`config.mk`:
```
export PLATFORM = sky130hd
export DESIGN_NAME = apb_initiator_flat
export DESIGN_NICKNAME = d
export VERILOG_FILES = /design/src/rtl/apb_initiator_pkg.sv /design/src/rtl/apb_if.sv /design/src/rtl/apb_initiator.sv /design/src/flat_wrapper.sv
export SDC_FILE = /design/constraint.sdc
export NUM_CORES = 1
export LEC_CHECK = 0
export BUFFER_PORTS_ARGS = -buffer_cell sky130_fd_sc_hd__buf_4
export CAP_MARGIN = 20
export CORE_MARGIN = 2
export CORE_UTILIZATION = 49
export DETAILED_ROUTE_END_ITERATION = 8
export PLACE_DENSITY = 0.87
export SYNTH_ARGS = -nofsm -noshare
export SYNTH_HDL_FRONTEND = slang
export SYNTH_SLANG_ARGS = --single-unit
```
`constraint.sdc`:
```
create_clock -name clk -period 7.81 [get_ports clk]
set_clock_uncertainty 0.2 [all_clocks]
set_input_delay 1.1715 -clock clk [delete_from_list [all_inputs] [get_ports clk]]
set_output_delay 1.1715 -clock clk [all_outputs]
set_load 0.01 [all_outputs]
```
`src/rtl/apb_initiator_pkg.sv`:
```
// rtl/apb_initiator_pkg.sv - shared APB types, initiator FSM state and timeout data
package apb_initiator_pkg;

  typedef logic [31:0] apbAddrSt;
  typedef logic [31:0] apbDataSt;

  typedef enum logic [1:0] {
    APB_INIT_IDLE   = 2'd0,
    APB_INIT_SETUP  = 2'd1,
    APB_INIT_ACCESS = 2'd2,
    APB_INIT_RESP   = 2'd3
  } apbInitStateT;

  // Read data returned when an access is abandoned by the wait limit
  localparam apbDataSt APB_INIT_TIMEOUT_DATA = 32'hBADD_C0DE;

endpackage

```
`src/rtl/apb_if.sv`:
```
// rtl/apb_if.sv - APB bus bundle with initiator (src) and responder (dst) views
interface apb_if;
  import apb_initiator_pkg::*;

  logic     psel;
  logic     penable;
  logic     pwrite;
  apbAddrSt paddr;
  apbDataSt pwdata;
  apbDataSt prdata;
  logic     pready;
  logic     pslverr;

  modport src (
    output psel, penable, pwrite, paddr, pwdata,
    input  prdata, pready, pslverr
  );

  modport dst (
    input  psel, penable, pwrite, paddr, pwdata,
    output prdata, pready, pslverr
  );

endinterface

```
`src/rtl/apb_initiator.sv`:
```
// rtl/apb_initiator.sv - single-request APB initiator; optional wait limit under APB_INITIATOR_TIMEOUT_EN
module apb_initiator
  import apb_initiator_pkg::*;
#(
  parameter int APB_ADDR_W     = 32,
  parameter int APB_DATA_W     = 32,
  parameter int TIMEOUT_CYCLES = 16
) (
  input  logic                  clk,
  input  logic                  rst,
  input  logic                  req_valid,
  output logic                  req_ready,
  input  logic                  req_write,
  input  logic [APB_ADDR_W-1:0] req_addr,
  input  logic [APB_DATA_W-1:0] req_wdata,
  output logic                  rsp_valid,
  input  logic                  rsp_ready,
  output logic [APB_DATA_W-1:0] rsp_rdata,
  output logic                  rsp_err,
  apb_if.src                    apbReg
);

  apbInitStateT          state;
  logic                  psel_q;
  logic                  penable_q;
  logic                  pwrite_q;
  logic [APB_ADDR_W-1:0] paddr_q;
  logic [APB_DATA_W-1:0] pwdata_q;
  logic                  rsp_valid_q;
  logic [APB_DATA_W-1:0] rsp_rdata_q;
  logic                  rsp_err_q;

  // Held low through reset so no request is taken before the FSM is live
  assign req_ready = (state == APB_INIT_IDLE) && !rst;

  assign rsp_valid = rsp_valid_q;
  assign rsp_rdata = rsp_rdata_q;
  assign rsp_err   = rsp_err_q;

  assign apbReg.psel    = psel_q;
  assign apbReg.penable = penable_q;
  assign apbReg.pwrite  = pwrite_q;
  assign apbReg.paddr   = apbAddrSt'(paddr_q);
  assign apbReg.pwdata  = apbDataSt'(pwdata_q);

`ifdef APB_INITIATOR_TIMEOUT_EN
  logic [15:0] wait_cnt;
  logic        timeout_hit;

  assign timeout_hit = (wait_cnt == 16'(TIMEOUT_CYCLES));

  // Count ACCESS cycles spent waiting on pready; zeroed in SETUP so ACCESS starts at 0
  always_ff @(posedge clk or posedge rst) begin
    if (rst) begin
      wait_cnt <= '0;
    end else if (state == APB_INIT_SETUP) begin
      wait_cnt <= '0;
    end else if (state == APB_INIT_ACCESS && !apbReg.pready) begin
      wait_cnt <= wait_cnt + 16'd1;
    end
  end
`else
  // TIMEOUT_CYCLES has no effect when the wait limit is not built
  logic unused_timeout_cfg;
  assign unused_timeout_cfg = ^TIMEOUT_CYCLES;
`endif

  // Transfer sequencer: IDLE -> SETUP -> ACCESS -> RESP with all bus and response outputs registered
  always_ff @(posedge clk or posedge rst) begin
    if (rst) begin
      state       <= APB_INIT_IDLE;
      psel_q      <= 1'b0;
      penable_q   <= 1'b0;
      pwrite_q    <= 1'b0;
      paddr_q     <= '0;
      pwdata_q    <= '0;
      rsp_valid_q <= 1'b0;
      rsp_rdata_q <= '0;
      rsp_err_q   <= 1'b0;
    end else begin
      case (state)
        APB_INIT_IDLE: begin
          if (req_valid) begin
            pwrite_q <= req_write;
            paddr_q  <= req_addr;
            pwdata_q <= req_wdata;
            psel_q   <= 1'b1;
            state    <= APB_INIT_SETUP;
          end
        end
        APB_INIT_SETUP: begin
          penable_q <= 1'b1;
          state     <= APB_INIT_ACCESS;
        end
        APB_INIT_ACCESS: begin
          if (apbReg.pready) begin
            rsp_rdata_q <= pwrite_q ? '0 : APB_DATA_W'(apbReg.prdata);
            rsp_err_q   <= apbReg.pslverr;
            rsp_valid_q <= 1'b1;
            psel_q      <= 1'b0;
            penable_q   <= 1'b0;
            state       <= APB_INIT_RESP;
          end
`ifdef APB_INITIATOR_TIMEOUT_EN
          else if (timeout_hit) begin
            rsp_rdata_q <= pwrite_q ? '0 : APB_DATA_W'(APB_INIT_TIMEOUT_DATA);
            rsp_err_q   <= 1'b1;
            rsp_valid_q <= 1'b1;
            psel_q      <= 1'b0;
            penable_q   <= 1'b0;
            state       <= APB_INIT_RESP;
          end
`endif
        end
        APB_INIT_RESP: begin
          if (rsp_ready) begin
            rsp_valid_q <= 1'b0;
            state       <= APB_INIT_IDLE;
          end
        end
        default: state <= APB_INIT_IDLE;
      endcase
    end
  end

endmodule

```
`src/flat_wrapper.sv`:
```
// flat-port wrapper written by rule: the top's interface ports become plain ports
module apb_initiator_flat import apb_initiator_pkg::*;
#(
  parameter int APB_ADDR_W     = 32,
  parameter int APB_DATA_W     = 32,
  parameter int TIMEOUT_CYCLES = 16
)
  (clk, rst, req_valid, req_ready, req_write, req_addr, req_wdata, rsp_valid, rsp_ready, rsp_rdata, rsp_err, apbReg_psel, apbReg_penable, apbReg_pwrite, apbReg_paddr, apbReg_pwdata, apbReg_prdata, apbReg_pready, apbReg_pslverr);
  apb_if apbReg_i ();
  input  logic clk;
  input  logic rst;
  input  logic req_valid;
  output logic req_ready;
  input  logic req_write;
  input  logic [APB_ADDR_W-1:0] req_addr;
  input  logic [APB_DATA_W-1:0] req_wdata;
  output logic rsp_valid;
  input  logic rsp_ready;
  output logic [APB_DATA_W-1:0] rsp_rdata;
  output logic rsp_err;
  output wire logic [$bits(apbReg_i.psel)-1:0] apbReg_psel;
  output wire logic [$bits(apbReg_i.penable)-1:0] apbReg_penable;
  output wire logic [$bits(apbReg_i.pwrite)-1:0] apbReg_pwrite;
  output wire logic [$bits(apbReg_i.paddr)-1:0] apbReg_paddr;
  output wire logic [$bits(apbReg_i.pwdata)-1:0] apbReg_pwdata;
  input wire logic [$bits(apbReg_i.prdata)-1:0] apbReg_prdata;
  input wire logic [$bits(apbReg_i.pready)-1:0] apbReg_pready;
  input wire logic [$bits(apbReg_i.pslverr)-1:0] apbReg_pslverr;
  assign apbReg_psel = apbReg_i.psel;
  assign apbReg_penable = apbReg_i.penable;
  assign apbReg_pwrite = apbReg_i.pwrite;
  assign apbReg_paddr = apbReg_i.paddr;
  assign apbReg_pwdata = apbReg_i.pwdata;
  assign apbReg_i.prdata = apbReg_prdata;
  assign apbReg_i.pready = apbReg_pready;
  assign apbReg_i.pslverr = apbReg_pslverr;
  apb_initiator #(.APB_ADDR_W(APB_ADDR_W), .APB_DATA_W(APB_DATA_W), .TIMEOUT_CYCLES(TIMEOUT_CYCLES)) u_core (.clk(clk), .rst(rst), .req_valid(req_valid), .req_ready(req_ready), .req_write(req_write), .req_addr(req_addr), .req_wdata(req_wdata), .rsp_valid(rsp_valid), .rsp_ready(rsp_ready), .rsp_rdata(rsp_rdata), .rsp_err(rsp_err), .apbReg(apbReg_i));
endmodule
```
; ---- Word-level counts from Yosys, hierarchy flattened
; Index checks and enable logic that the tools add are counted.
[op_classes]
bitwise = 0
order_cmp = 0
n_mul = 0
add_sub_neg = 0
shifts = 0
mux = 12
eq_ne = 6
n_div = 0
n_reduce_logical = 12
[op_table]
columns = operator, count
row1 = two-way mux 32 bit, 1
row2 = AND reduction 3 bit, 3
row3 = case mux 2 bit (4 select lines), 1
row4 = two-way mux 2 bit, 3
row5 = inequality test 2 bit (second input constant), 3
row6 = case mux 1 bit (2 select lines), 3
row7 = AND reduction 2 bit, 3
row8 = nonzero test 2 bit, 3
row9 = == test 2 bit (second input constant), 2
row10 = two-way mux 1 bit, 4
row11 = == test 2 x 1 -> 1 bit (second input constant), 1
row12 = logical NOT 2 bit, 1
row13 = logical AND 1 bit, 1
row14 = logical NOT 1 bit, 1
[word_totals]
latchBits = 0
mem_count = 0
elab_cells = 39
ramBits = 0
romBits = 0
input_bits = 103
output_inout_bits = 102
regBits = 103

; ---- Logic depth before layout (Yosys ltp)
; Gate-level depths: netlist of run 1.
[logic_depth]
ltp_word = 3
mapped_depth = 7

; ---- Worst setup path after synthesis of run 1
; No wires, ideal clock.
[synth_timing]
path_kind = input to output
start = input port rst
end = output port req_ready
setup_slack_ns = 5.089
path_buffers = 0
required_time_ns = 6.438
t_arrival_ns = 1.350
path_stages = 1
cell_sequence = nor2b_1
[synth_via]
elab_chain_cells = 2
[synth_lines]
columns = element, line_no
row1 = start: declaration, flat_wrapper.sv:11  ; input logic rst;
row2 = logical NOT 1 bit, apb_initiator.sv:34  ; assign req_ready = (state == APB_INIT_IDLE) && !rst;
row3 = logical AND 1 bit, apb_initiator.sv:34
row4 = end: declaration, flat_wrapper.sv:13  ; output logic req_ready;
; Every way passes these cells.

; ---- Final worst setup path of run 1
; Ends and elaborated chain as after synthesis.

==> results of run 1 <==
[layer usage]
metal / global-route usage (%) / up-vias / routed length (um)
li1: - / 1432 / -
met1: 24.6 / 1441 / 3690
met2: 38.5 / 124 / 5140
met3: 4.07 / 23 / 637
met4: 10.1 / 0 / 323
met5: 0 / - / 0
[power by group]
part	switching [W]	internal [W]
Combinational	0.000442	0.000596
Sequential	0.000161	0.000795
Clock	0.000188	0.000120
[tightest hold or removal path, delay by kind of cell, from the launching register on]
| kind | cells | cell delay [ns] |
|---|---|---|
| compound gates | 1 | 0.06 |
| flops | 1 | 0.35 |
| simple gates | 1 | 0.05 |
[sequential cells by signal (all words and copies together) (netlist names)]
| name | flops |
|---|---|
| u_core.apbReg.psel | 1 |
| u_core.rsp_valid | 1 |
| u_core.state | 2 |
| u_core.apbReg.penable | 1 |
| u_core.rsp_rdata | 32 |
| u_core.rsp_err | 1 |
| u_core.apbReg.pwdata | 32 |
| u_core.apbReg.paddr | 32 |
| u_core.apbReg.pwrite | 1 |
[Yosys cell counts, drive strengths merged]
cell	n	area, um2
a21oi	1	5.00
nand2b	32	200
a22o	1	8.76
dfrtp	103	2580
clkbuf	7	26.3
buf	10	47.6
ha	4	50.1
nand2	34	128
nor2b	1	6.26
nor2	2	7.51
mux2i	1	10.0
o2bb2ai	2	17.5
o21ai	33	165
mux2	68	766
inv	7	26.3
a222oi	1	10.0
[worst paths after layout]
kind                                     start                  endpoint  slack, ns  cells past startpoint
min reg2reg                u_core.rsp_rdata[4]       u_core.rsp_rdata[4]       0.29                      2
max reg2reg                    u_core.state[0]    u_core.apbReg.paddr[3]       5.28                      5
min in group asynchronous                  rst    u_core.apbReg.paddr[9]       0.65                      2
min                        u_core.rsp_rdata[4]       u_core.rsp_rdata[4]       0.29                      2
max                                        rst                 req_ready       4.91                      3
max in group asynchronous                  rst  u_core.apbReg.pwdata[27]       5.58                      3
[cells in the final DEF (no fill, tap or decap)]
| cell | synthesis | routed |
|---|---|---|
| o2bb2ai_1 | 2 | 2 |
| clkinv_2 | 0 | 1 |
| inv_6 | 0 | 1 |
| clkinvlp_4 | 0 | 2 |
| dfrtp_1 | 103 | 103 |
| a222oi_1 | 1 | 1 |
| nand2_1 | 34 | 33 |
| mux2_1 | 1 | 1 |
| nand2b_1 | 32 | 32 |
| buf_4 | 0 | 207 |
| ha_1 | 4 | 4 |
| mux2_2 | 67 | 67 |
| inv_2 | 1 | 1 |
| a21oi_1 | 1 | 1 |
| clkbuf_8 | 0 | 9 |
| nor2b_1 | 1 | 1 |
| clkinv_4 | 0 | 2 |
| inv_4 | 0 | 1 |
| nand2_2 | 0 | 1 |
| nor2_1 | 2 | 2 |
| o21ai_0 | 33 | 33 |
| a22o_1 | 1 | 1 |
| inv_8 | 0 | 1 |
| inv_1 | 6 | 5 |
| mux2i_1 | 1 | 1 |
[per-stage QoR]
stage                     hold slack (ns)  cells
after floorplan                     0.312    307
after global placement              0.264    602
after detailed placement            0.273    602
after CTS                           0.297    618
after global routing                0.312    618
final                               0.290    618
[cells by family after synthesis]
group | count (synthesis) | synth area share, %
muxes | 69 | 19.1
buffers and inverters | 24 | 2.47
adders and majority gates | 4 | 1.24
and+or+nand+nor | 69 | 8.43
AOI/OAI and AO/OA | 38 | 5.10
DFF | 103 | 63.6
[area by class of cell]
class                      count  area (um2)  area share (%)
sequential                   103        2580            44.1
timing repair buffer         207        1550            26.6
clock buffer                   9         124            2.12
multi-input combinational    180        1380            23.5
inverter                       7        28.8           0.492
tap                          105         131            2.25
clock inverter                 7        57.6           0.984
==> results.json, run 1 <==
{
  "die_x_um": 94.9,
  "slew_violations": 0,
  "tns_ns": 0,
  "routed_wl_mm": 9.79,
  "num-fill-cells": 609,
  "worst-path-buf-inv": 2,
  "rows": 33,
  "vias": 3020,
  "max_freq_ghz": 0.345,
  "cts.clk_slew.worst_paths_ns": 0.10,
  "worst_slack_ns": 4.91,
  "cts-hold-fix-buffers": 0,
  "status": "completed",
  "critPathLaunchType": "primary input",
  "cts_tree": "done",
  "hpwl_mm": 7.42,
  "ys.warnings.count": 0,
  "grt_pass1_wl_mm": 14.7,
  "postLayoutCoreUtil_pct": 71.9,
  "dpl-instance-area_mm2": 0.00567,
  "relSlewSlack_pct": 46.0,
  "drv_cap": 0,
  "clockBufferDepth": 2,
  "synth_seq_cells": 103,
  "fin_crit_ns": 2.90,
  "cp.arrival_ns": 1.53,
  "start_util_pct": 49.8,
  "totalPowerFinal_w": 0.00230,
  "grt_start_max_net_pins": 67,
  "n_antenna_cell": 0,
  "cp_slowest_cell": "buf_4",
  "first_iter_violations": 53,
  "synth_cells": 307,
  "grt_usage_pct": 21.5,
  "drt-wirelength-per-cell_um": 15.8,
  "ios": 205,
  "stdcell_area_mm2": 0.00585,
  "htreeDepth": 3,
  "cpPeakStageDelay_ns": 0.13,
  "synth.avg_cell_area_um2": 13.2,
  "ir_drop_mv": 0.204,
  "power_leakage_nw": 2.91,
  "dieHeight_um": 94.9,
  "tightest_slew_ns": 0.810,
  "antenna_found_initial": 0,
  "path_cells": "buf_4 > nor2b_1 > buf_4",
  "port_buffers": 204,
  "clockRootBuffer": "clkbuf_8",
  "drc": 0,
  "synth-seq-area-share_pct": 63.6,
  "synth.net_count": 414,
  "numCtsBuffers": 9,
  "pwr_density_cell_mw_per_mm2": 393,
  "cts_setup_buffers": 0,
  "rsz0062_at_grt": "no",
  "hold_viol": 0,
  "path_common_cell": "buf_4",
  "numClockSinks": 103,
  "clk_latency_ns": 0.34,
  "worstPathMaxFanout": 2,
  "core_mm2": 0.00813,
  "path_class": "in -> out",
  "die_area_mm2": 0.00901,
  "hold_class": "reg -> reg",
  "cts_resized": 0,
  "place_ws_ns": 4.76,
  "grt_pass1_vias": 3061,
  "grt_overflow": 0,
  "gp_congestion": 0.787,
  "critPathRequiredTime_ns": 6.44,
  "drt-pass1-iter-count": 4,
  "drive_gt1_share_pct": 57.1,
  "cp-end-kind": "primary output",
  "setup_viol": 0,
  "ant_nets": 0,
  "synthDistinctLibCells": 19,
  "critPathTopFamily": "buffers and inverters",
  "fin_crit_sh_pct": 37.1,
  "area_growth_pct": 44.4,
  "syn_area_mm2": 0.00405,
  "via_per_inst": 4.89,
  "fin_nets": 615
}
Power figures use the tool's default switching activity.
==> run 2, diff against run 1 <==
--- a/config.mk
+++ b/config.mk
@@ -5,12 +5,13 @@
 export SDC_FILE = /design/constraint.sdc
 export NUM_CORES = 1
 export LEC_CHECK = 0
+export ABC_AREA = 1
 export BUFFER_PORTS_ARGS = -buffer_cell sky130_fd_sc_hd__buf_4
 export CAP_MARGIN = 20
 export CORE_MARGIN = 2
-export CORE_UTILIZATION = 49
+export CORE_UTILIZATION = 41
 export DETAILED_ROUTE_END_ITERATION = 8
-export PLACE_DENSITY = 0.87
+export PLACE_DENSITY = 0.78
 export SYNTH_ARGS = -nofsm -noshare
 export SYNTH_HDL_FRONTEND = slang
 export SYNTH_SLANG_ARGS = --single-unit
==> constraint.sdc (replaced) <==
create_clock -name clk -period 2.5 [get_ports clk]
set_clock_uncertainty 0.2 [all_clocks]
set_input_delay 0.375 -clock clk [delete_from_list [all_inputs] [get_ports clk]]
set_output_delay 0.375 -clock clk [all_outputs]
set_load 0.01 [all_outputs]
==> run 2 against run 1 <==
Setup slack got worse by 4.4 ns. Total power increased to 3.1 times the previous value. Cell count increased by 30%. Core utilization decreased by 10 points. Via count increased by 22%. Largest power group unchanged.
==> results.json, run 2 <==
{
  "path_cells": "inv_1 > ha_1 > inv_1 > nor2_1 > buf_4",
  "layout_common_cells": "nand2_1, buf_4, dfrtp_1",
  "gp_congestion": 0.784,
  "worst_slack_ns": 0.495,
  "n_antenna_cell": 0,
  "synth_most_common_cell": "nand2_1",
  "cp-end-kind": "primary output",
  "async_flop_share_pct": 100,
  "synth.net_count": 569,
  "drv_cap": 0,
  "hold_viol": 0,
  "final_common_cell": "nand2_1",
  "clk_latency_ns": 0.35,
  "grt_pass1_vias": 3608,
  "hpwl_mm": 7.80,
  "port_buffers": 204,
  "yosys-top-cells-count": "nand2_1, dfrtp_1, o21ai_0",
  "place_ws_ns": 0.669,
  "via_per_inst": 4.57,
  "drt-pass1-iter-count": 4,
  "slew_violations": 0,
  "critPathTopFamily": "flip-flops",
  "pwr_density_cell_mw_per_mm2": 1200,
  "synth_top_area_share_pct": 63.1,
  "tns_ns": 0,
  "synth_flop_cell": "dfrtp_1",
  "path_class": "reg -> out",
  "cts.clk_slew.worst_paths_ns": 0.10,
  "synthDistinctLibCells": 14,
  "die_x_um": 104,
  "synth_seq_cells": 103,
  "cp.arrival_ns": 1.43,
  "numClockSinks": 103,
  "cts_setup_buffers": 0,
  "setup_viol": 0,
  "cp_slowest_cell": "dfrtp_1",
  "numCtsBuffers": 9,
  "vias": 3673,
  "hold_ws_ns": 0.0152,
  "routed_wl_mm": 10.6,
  "synth-seq-area-share_pct": 63.1,
  "clockRootBuffer": "clkbuf_8",
  "critPathRequiredTime_ns": 1.92,
  "rsz0062_at_grt": "no",
  "ys.warnings.count": 0,
  "max_freq_ghz": 0.499,
  "dieHeight_um": 104,
  "cts_tree": "done",
  "power_leakage_nw": 3.37,
  "num-fill-cells": 872,
  "yosysTopAreaCell": "dfrtp_1",
  "fin_crit_sh_pct": 80.2,
  "tightest_slew_ns": 0.621,
  "path_common_cell": "inv_1",
  "clockBufferDepth": 2,
  "synth_edf_count": 0,
  "area_growth_pct": 46.4,
  "core_mm2": 0.00973,
  "grt_start_max_net_pins": 65,
  "worst-path-buf-inv": 3,
  "relSlewSlack_pct": 58.5,
  "cts_resized": 0,
  "critPathLaunchType": "flip-flop",
  "first_iter_violations": 128,
  "antenna_found_initial": 0,
  "fin_crit_ns": 2.01,
  "grt_overflow": 0,
  "ant_nets": 0,
  "rows": 36,
  "hold_class": "in -> reg",
  "start_util_pct": 42.0,
  "drt-wirelength-per-cell_um": 13.2,
  "htreeDepth": 3,
  "status": "completed",
  "synth_cells": 462,
  "ios": 205,
  "synthTopCellsByArea": "dfrtp_1, nand2_1, o21ai_0, buf_6, buf_2",
  "drive_gt1_share_pct": 34.0,
  "synth.avg_cell_area_um2": 8.84,
  "fin_nets": 772,
  "worstPathMaxFanout": 4,
  "cts-hold-fix-buffers": 5,
  "drc": 0,
  "postLayoutCoreUtil_pct": 61.5,
  "cpPeakStageDelay_ns": 0.43,
  "ir_drop_mv": 0.481,
  "die_area_mm2": 0.0108,
  "grt_usage_pct": 19.7,
  "syn_area_mm2": 0.00408,
  "grt_pass1_wl_mm": 17.3
}
-- run 2: cell count changes after synthesis, moves of 3 or more --
cell	delta
nand2_1	+245
clkbuf_1	-4
nand3_1	+3
nand2b_1	-32
mux2_2	-67
buf_6	+7
buf_2	+4
inv_1	+5
-- run 2: area by class of cell --
class / instances / area, um2 / area share (%)
clock buffer: 12 / 135 / 2.26
clock inverter: 4 / 55.1 / 0.921
inverter: 12 / 48.8 / 0.816
multi-input combinational: 323 / 1300 / 21.8
sequential: 103 / 2580 / 43.1
tap: 133 / 166 / 2.78
timing repair buffer: 216 / 1700 / 28.4
-- run 2: layer usage --
layer | global-route usage (%) | wire length, um | vias to the layer above
li1 | - | - | 1816
met1 | 24.0 | 4400 | 1712
met2 | 34.9 | 5490 | 130
met3 | 3.78 | 557 | 15
met4 | 6.66 | 169 | 0
met5 | 0 | 0 | -
-- run 2: worst min-delay path: stages --
cell and delay (ns):
buf_4 0.08, nand2_1 0.04, nand2_1 0.04
-- run 2: final timing paths --
path,depth (start not counted),end,slack (ns),from
worst min-delay path,3,u_core.apbReg.pwdata[15],0.02,req_wdata[15]
min in group asynchronous,3,u_core.rsp_rdata[16],0.45,rst
worst max-delay path,5,req_ready,0.49,u_core.state[0]
worst min register to register,2,u_core.apbReg.pwdata[2],0.29,u_core.apbReg.pwdata[2]
max in group asynchronous,4,u_core.rsp_rdata[4],1.03,rst
worst max register to register,6,u_core.apbReg.paddr[24],0.64,u_core.state[0]
-- run 2: metrics by stage --
| step | power (W) | std cells | area [um2] |
|---|---|---|---|
| 2_1_floorplan | 0.00452 | 462 | 4090 |
| 3_3_place_gp | 0.00609 | 782 | 5740 |
| 3_5_place_dp | 0.00623 | 782 | 5740 |
| 4_1_cts | 0.00727 | 803 | 5980 |
| 5_1_grt | 0.00773 | 803 | 5980 |
| 6_report | 0.00718 | 803 | 5980 |
-- run 2: kinds of logic after synthesis --
group	synth area share, %
AND/OR/NAND/NOR	26.3
flip-flops	63.1
buffers and inverters	5.15
AO/OA/AOI/OAI	4.17
adder cells (fa/ha/maj)	1.23
-- run 2: report_power, final --
part	internal (W)	leakage, nW	switching [W]	total, W
clock	0.000471	0.0912	0.000542	0.00101
sequential	0.00245	1.30	0.000458	0.00291
combinational	0.00156	1.98	0.00170	0.00325
==> run 3, diff against run 2 <==
==> constraint.sdc (replaced) <==
create_clock -name clk -period 1.75 [get_ports clk]
set_clock_uncertainty 0.2 [all_clocks]
set_input_delay 0.2625 -clock clk [delete_from_list [all_inputs] [get_ports clk]]
set_output_delay 0.2625 -clock clk [all_outputs]
set_load 0.01 [all_outputs]
==> run 3 against run 2 <==
Final area is 17% higher. Die area stayed put. Setup slack worse by 0.47 ns. Combinational power is 60% higher. Largest power group unchanged.
==> results.json, run 3 (synthesis results as in run 2) <==
{
  "status": "completed",
  "rr_worst_depth": 8,
  "postLayoutCoreUtil_pct": 72.1,
  "numCtsBuffers": 9,
  "n_antenna_cell": 0,
  "drc": 0,
  "drt-pass1-iter-count": 5,
  "tightest_slew_ns": 0.400,
  "hold_class": "in -> reg",
  "timing.rr.start": "u_core.state[0]",
  "drive_gt1_share_pct": 31.3,
  "fin_nets": 874,
  "antenna_found_initial": 0,
  "die_x_um": 104,
  "relSlewSlack_pct": 73.4,
  "die_area_mm2": 0.0108,
  "drt-wirelength-per-cell_um": 14.5,
  "cts_tree": "done",
  "routed_wl_mm": 13.1,
  "area_growth_pct": 71.8,
  "htreeDepth": 3,
  "hold_depth": 5,
  "instances_no_fill": 905,
  "core_mm2": 0.00973,
  "first_iter_violations": 184,
  "grt_overflow": 0,
  "rows": 36,
  "final_common_cell": "nand2_1",
  "grt_usage_pct": 24.5,
  "grt_pass1_wl_mm": 21.3,
  "ir_drop_mv": 0.706,
  "power_leakage_nw": 3.81,
  "dp_cells": 784,
  "clk_latency_ns": 0.35,
  "cp.arrival_ns": 1.26,
  "worstHoldStart": "rsp_ready",
  "r2r_slack_ns": 0.12,
  "slew_violations": 0,
  "ios": 205,
  "setup_viol": 0,
  "clockRootBuffer": "clkbuf_8",
  "fin_crit_ns": 1.72,
  "gp_congestion": 0.782,
  "worstPathMaxFanout": 4,
  "port_buffers": 204,
  "start_util_pct": 42.0,
  "cp-end-kind": "primary output",
  "cts.clk_slew.worst_paths_ns": 0.09,
  "clockBufferDepth": 2,
  "layout_common_cells": "nand2_1, buf_4, dfrtp_1",
  "grt_pass1_vias": 4309,
  "numClockSinks": 103,
  "pwr_density_cell_mw_per_mm2": 1530,
  "ant_nets": 0,
  "drv_cap": 0,
  "critPathLaunchType": "flip-flop",
  "hold_viol": 0,
  "fin_crit_sh_pct": 98.3,
  "rsz0062_at_grt": "yes",
  "path_class": "reg -> out",
  "whs_endpoint": "u_core.state[1]",
  "dieHeight_um": 104,
  "via_per_inst": 4.70,
  "grt_start_max_net_pins": 73,
  "critPathRequiredTime_ns": 1.29,
  "r2r_end": "u_core.apbReg.pwdata[12]",
  "totalPowerFinal_w": 0.0107,
  "max_freq_ghz": 0.581,
  "hpwl_mm": 7.70,
  "vias": 4253
}
-- run 3: cell count changes in the layout (fill, tap and decap cells not counted), moves of 2 or more --
cell	before	now
inv_1	10	7
inv_2	1	3
clkbuf_8	9	11
buf_4	206	212
dlygate4sd3_1	5	99
clkinv_2	0	2
-- run 3: layout make-up --
type                    count  area (um2)
well taps                 133         166
inverters                  12        51.3
repair buffers            318        2730
multi-input cells         323        1320
flip-flops and latches    103        2580
clock buffers              13         159
fillers                   703        2710
clock inverters             3        17.5
-- run 3: worst max-delay path, cell delays in order, from the launching register on --
cell	delay, ns
dfrtp_1	0.41
inv_2	0.09
ha_4	0.16
inv_2	0.04
nor2_2	0.09
buf_4	0.12
-- run 3: layer usage --
layer	global-route usage (%)	vias to the layer above	routed length (um)	part of all wire (%)
li1	-	2017	-	-
met3	6.17	36	813	6.2
met4	9.17	0	391	3.0
met1	29.2	2025	5070	39
met5	0	-	0	0
met2	42.8	175	6860	52
-- run 3: timing repair --
item / 4_1_cts / 5_1_grt
cloned: 0 / 1
hold buffers: 99 / 0
setup endpoints to repair: 1 / 3
gates resized for setup: 4 / 3
setup buffers: 2 / 3
hold endpoints to repair: 201 / 0
pin swaps: 1 / 2
-- run 3: stage by stage --
| stage | area (um2) | worst slack (ns) | hold slack, ns | setup TNS [ns] |
|---|---|---|---|---|
| 2_1_floorplan | 4090 | 0.0559 | 0.172 | 0 |
| 3_3_place_gp | 5770 | 0.174 | 0.216 | 0 |
| 3_5_place_dp | 5770 | 0.0469 | 0.230 | 0 |
| 4_1_cts | 6960 | 0.0215 | 0.0933 | 0 |
| 5_1_grt | 7020 | -0.0512 | 0.133 | -0.0512 |
| 6_report | 7020 | 0.0291 | 0.114 | 0 |
-- run 3: worst max path at each step --
stage,start,endpoint
6_report,u_core.state[0],req_ready
5_1_grt,u_core.state[0],req_ready
4_1_cts,u_core.state[1],req_ready
3_5_place_dp,u_core.state[0],u_core.apbReg.pwdata[12]
3_3_place_gp,u_core.state[0],u_core.apbReg.paddr[24]
2_1_floorplan,rst,u_core.apbReg.paddr[0]
-- run 3: power by group --
group / total, W / internal, W / switching (W)
combinational: 0.00520 / 0.00255 / 0.00265
sequential: 0.00417 / 0.00351 / 0.000658
clock: 0.00136 / 0.000593 / 0.000770
